`src/rtl/axi_stream_test_pkg.sv`:
```
// axi_stream_test_pkg: checker state type and saturation helper shared by the stream test blocks.
package axi_stream_test_pkg;

    typedef enum logic [1:0] {ARMED, RUN, FAULT} state_t;

    function automatic logic sat_hit(input logic [63:0] value, input logic [63:0] limit);
        return value >= limit;
    endfunction

endpackage

```
`src/rtl/sat_counter.sv`:
```
// sat_counter: up-counter that holds at MAX; clr has priority over inc.
module sat_counter
    import axi_stream_test_pkg::*;
#(
    parameter int               WIDTH = 8,
    parameter logic [WIDTH-1:0] MAX   = '1
) (
    input  logic             clk,
    input  logic             rst,
    input  logic             inc,
    input  logic             clr,
    output logic [WIDTH-1:0] count
);

    logic [WIDTH-1:0] count_q, count_d;

    always_comb count_d = clr ? '0 : (inc && !sat_hit(64'(count_q), 64'(MAX))) ? count_q + 1'b1 : count_q;

    always_ff @(posedge clk) begin
        if (!rst) count_q <= '0;
        else      count_q <= count_d;
    end

    assign count = count_q;

endmodule

```
`config.mk`:
```
export PLATFORM = sky130hd
export DESIGN_NAME = sat_counter
export DESIGN_NICKNAME = d
export VERILOG_FILES = /design/src/rtl/axi_stream_test_pkg.sv /design/src/rtl/sat_counter.sv
export SDC_FILE = /design/constraint.sdc
export NUM_CORES = 1
export LEC_CHECK = 0
export CAP_MARGIN = 20
export CORE_AREA = 2 2 39 41
export CTS_BUF_LIST = sky130_fd_sc_hd__clkbuf_4 sky130_fd_sc_hd__clkbuf_8
export CTS_CLUSTER_DIAMETER = 30
export CTS_CLUSTER_SIZE = 28
export DETAILED_ROUTE_END_ITERATION = 8
export DIE_AREA = 0 0 41 43
export SLEW_MARGIN = 20
export SYNTH_ARGS = -nofsm -noshare
export SYNTH_HDL_FRONTEND = slang
export SYNTH_SLANG_ARGS = --single-unit
export TNS_END_PERCENT = 5
```
`constraint.sdc`:
```
create_clock -name clk -period 2.9 [get_ports clk]
set_clock_uncertainty 0.1 [all_clocks]
set_input_delay 0.435 -clock clk [delete_from_list [all_inputs] [get_ports clk]]
set_output_delay 0.435 -clock clk [all_outputs]
set_load 0.01 [all_outputs]
```
==> results by group <==
Status
  – Status: finished, final reports clean

Pwr
  – VDD IR max: 202.0 uV
  – Logic pwr share: 0.066
  – Seq pwr share: 0.525
  – Cell-internal power: 0.1664 mW
  – Sw frac: 0.2196
  – Leak pwr: 0.2030 nW
  – Switching pwr: 0.04683 mW
  – Power Dens Cells: 379.6 nW/um^2
  – Clock power frac: 0.409
  – Design Power: 0.2132 mW

Timing
  – Fmax: 558.9 MHz
  – Tightest Pin Transition: 0.3588 ns
  – Final Max Tran Viols: 0
  – RSZ-0062 raised after global routing: no
  – Slew headroom: 0.7603
  – Final setup fails: 0
  – Min Hold Slack: 0.3958 ns
  – Final hold viol count: 0
  – Tmin final: 1.789 ns
  – Post-Route Setup TNS: 0 ns
  – Tcrit/Tclk final: 0.6169
  – Final worst slack: 1.111 ns

Clock tree
  – Clk pin slew, worst setup/hold paths: 0.06 ns
  – Total CTS buffers: 3
  – Post-CTS setup buffers: 0
  – CTS tree: built
  – Post-CTS sizing: 0
  – Clk buf depth: 2
  – Clock Sink Count: 8
  – Clk root buf: clkbuf_4
  – Clock latency on the worst-skew pair: 0.25 ns
  – Hold buffer count at CTS: 0
  – CTS H-tree lvls: 1

Flow run
  – Max-Cap Viols: 0

Route
  – Detailed-route wire length on metal 1: 431 microns
  – Drt total wl: 875 microns
  – Vias after detailed routing: 388
  – Met2 WL post-DR: 390 microns
  – Met3 wire len: 33 microns
  – Initial DRT Pass Iterations: 2
  – DRT antenna net count: 0
  – Initial DRC Count: 2
  – Final routed DRC violation total: 0
  – Vias/cell: 5.315
  – DR top layer: met4
  – Routed wire length per instance: 11.99 microns

Critical path
  – Critical path depth: 1
  – Critical Path End Type: primary output
  – Setup crit start: count[2]$_SDFFE_PP0P_
  – Crit path largest cell delay: 0.58 ns
  – CP Cell Sequence: clkdlybuf4s50_1
  – Startpoint Class: register
  – Cell family with most CP delay: buffers and inverters
  – Reg2reg start: count[0]$_SDFFE_PP0P_
  – Reg2Reg Depth: 4
  – Slowest cell on the critical path: clkdlybuf4s50_1
  – Buffer and inverter count on the worst path: 1
  – Crit Path Class: register to primary output
  – Crit path arrival time: 1.25 ns
  – Worst setup path end: count[2]
  – Internal reg-to-reg setup slack: 1.46 ns
  – End of the worst register-to-register path: count[5]$_SDFFE_PP0P_
  – Worst-path maximum fanout: 7
  – Req. time, crit path: 2.37 ns

Die
  – Die X: 41 microns
  – Row cnt: 14
  – Die footprint: 1763 sq um
  – Ports: 12
  – Die height: 43 microns
  – Core area: 1384 sq um
  – Starting Density: 0.3011

Layout
  – Ratio of cells with drive above 1 in the final layout: 0.1404
  – Fill count: 141
  – Antenna fix cells: 0
  – Max reg flops: 8
  – Leading cell types in the layout, fill and taps excluded: 11 x clkdlybuf4s50_1, 8 x dfxtp_1, 6 x nand2_1
  – Area growth, synth to finish: 34.83%
  – Nets: 64
  – Most common cell after layout, fill and taps aside: clkdlybuf4s50_1

Global route
  – Global-route wire length before repair: 1.345 mm
  – Antenna violations before repair: 0
  – Vias in the first global route: 333
  – Largest net degree at the start of global routing: 8
  – Global Route Usage Sum: 0.1157
  – Grt total ovfl: 0

Place
  – GP Congestion: 0.7191
  – Pre-CTS WS: 1.090 ns
  – Port Buffers: 11
  – Final HPWL DP: 657.6 microns

Logic synthesis
  – Mapped Cells: 44
  – Seq/Total Area, Yosys: 0.3844
  – Netlist cell types: 21
  – Mapped Nets: 49
  – FF+latch count, synth: 8
  – Avg Cell Area, Syn: 9.469 sq um
  – Cell area after synthesis: 416.7 sq um
  – YS warnings: 0

Hold path
  – Min-Delay Path Class: register to register
[cells in the mapped netlist]
library cell | number | area (sq um)
a41oi_1 | 1 | 8.760
a211oi_2 | 1 | 12.51
ha_1 | 1 | 12.51
nand3_1 | 1 | 5.000
a21boi_2 | 1 | 11.26
and4bb_2 | 1 | 12.51
nand2_1 | 6 | 22.52
nor3_2 | 1 | 10.01
and4_1 | 2 | 17.52
dfxtp_1 | 8 | 160.2
buf_4 | 1 | 7.510
a31oi_1 | 4 | 25.02
and4bb_1 | 1 | 12.51
a21oi_1 | 2 | 10.01
nor2b_1 | 2 | 12.51
nor3_1 | 2 | 10.01
and4_4 | 1 | 11.26
mux2i_1 | 2 | 20.02
o21ai_0 | 2 | 10.01
and3_1 | 2 | 12.51
nand2b_1 | 2 | 12.51
[cell families (layout without fill, tap and decap cells)]
group	count (synthesis)	after routing	synth area share
and+or+nand+nor	21	21	0.3333
buffers and inverters	1	14	0.01802
adders and majority gates	1	1	0.03003
muxes	2	2	0.04805
DFF	8	8	0.3844
AOI/OAI and AO/OA	11	11	0.1862
[power groups by stage]
stage	clock [mW]	combinational, mW	sequential (mW)
floorplan	0	0.00570	0.115
global placement	0	0.0139	0.114
detailed placement	0	0.0141	0.114
CTS	0.0933	0.0141	0.112
global route	0.100	0.0154	0.112
finish	0.0873	0.0140	0.112
[metal layers]
metal	track usage	vias to the layer above
met5	0	-
met2	0.1469	8
met1	0.1521	181
met4	0.1200	0
li1	-	197
met3	0.01571	2
[worst min path at each step]
| stage | end | depth (start not counted) | startpoint | slack (ns) |
|---|---|---|---|---|
| 2_1_floorplan | count[1]$_SDFFE_PP0P_ | 2 | count[1]$_SDFFE_PP0P_ | 0.40 |
| 3_3_place_gp | count[1]$_SDFFE_PP0P_ | 2 | count[1]$_SDFFE_PP0P_ | 0.39 |
| 3_5_place_dp | count[1]$_SDFFE_PP0P_ | 2 | count[1]$_SDFFE_PP0P_ | 0.39 |
| 4_1_cts | count[1]$_SDFFE_PP0P_ | 2 | count[1]$_SDFFE_PP0P_ | 0.40 |
| 5_1_grt | count[1]$_SDFFE_PP0P_ | 2 | count[1]$_SDFFE_PP0P_ | 0.42 |
| 6_report | count[1]$_SDFFE_PP0P_ | 2 | count[1]$_SDFFE_PP0P_ | 0.40 |
[layout make-up]
class | count | area, sq um | area share
multi-input combinational | 35 | 249.0 | 0.4432
tap | 16 | 20.02 | 0.03563
sequential | 8 | 160.2 | 0.2851
timing repair buffer | 11 | 110.1 | 0.1960
clock buffer | 3 | 22.52 | 0.04009
[worst register-to-register path, cell delays in order, from the launching register on]
cell and delay [ns]:
dfxtp_1 0.39, ha_1 0.26, and4_4 0.29, and4bb_1 0.20, nor3_2 0.14
[through the flow]
step,cell area [sq um],cells,util
after floorplan,416.7,44,-
after global placement,539.3,70,0.3897
after detailed placement,539.3,70,0.3897
after CTS,561.8,73,0.4060
after global routing,561.8,73,0.4060
final,561.8,73,0.4060
No activity file was read; power rests on OpenSTA's default activity.
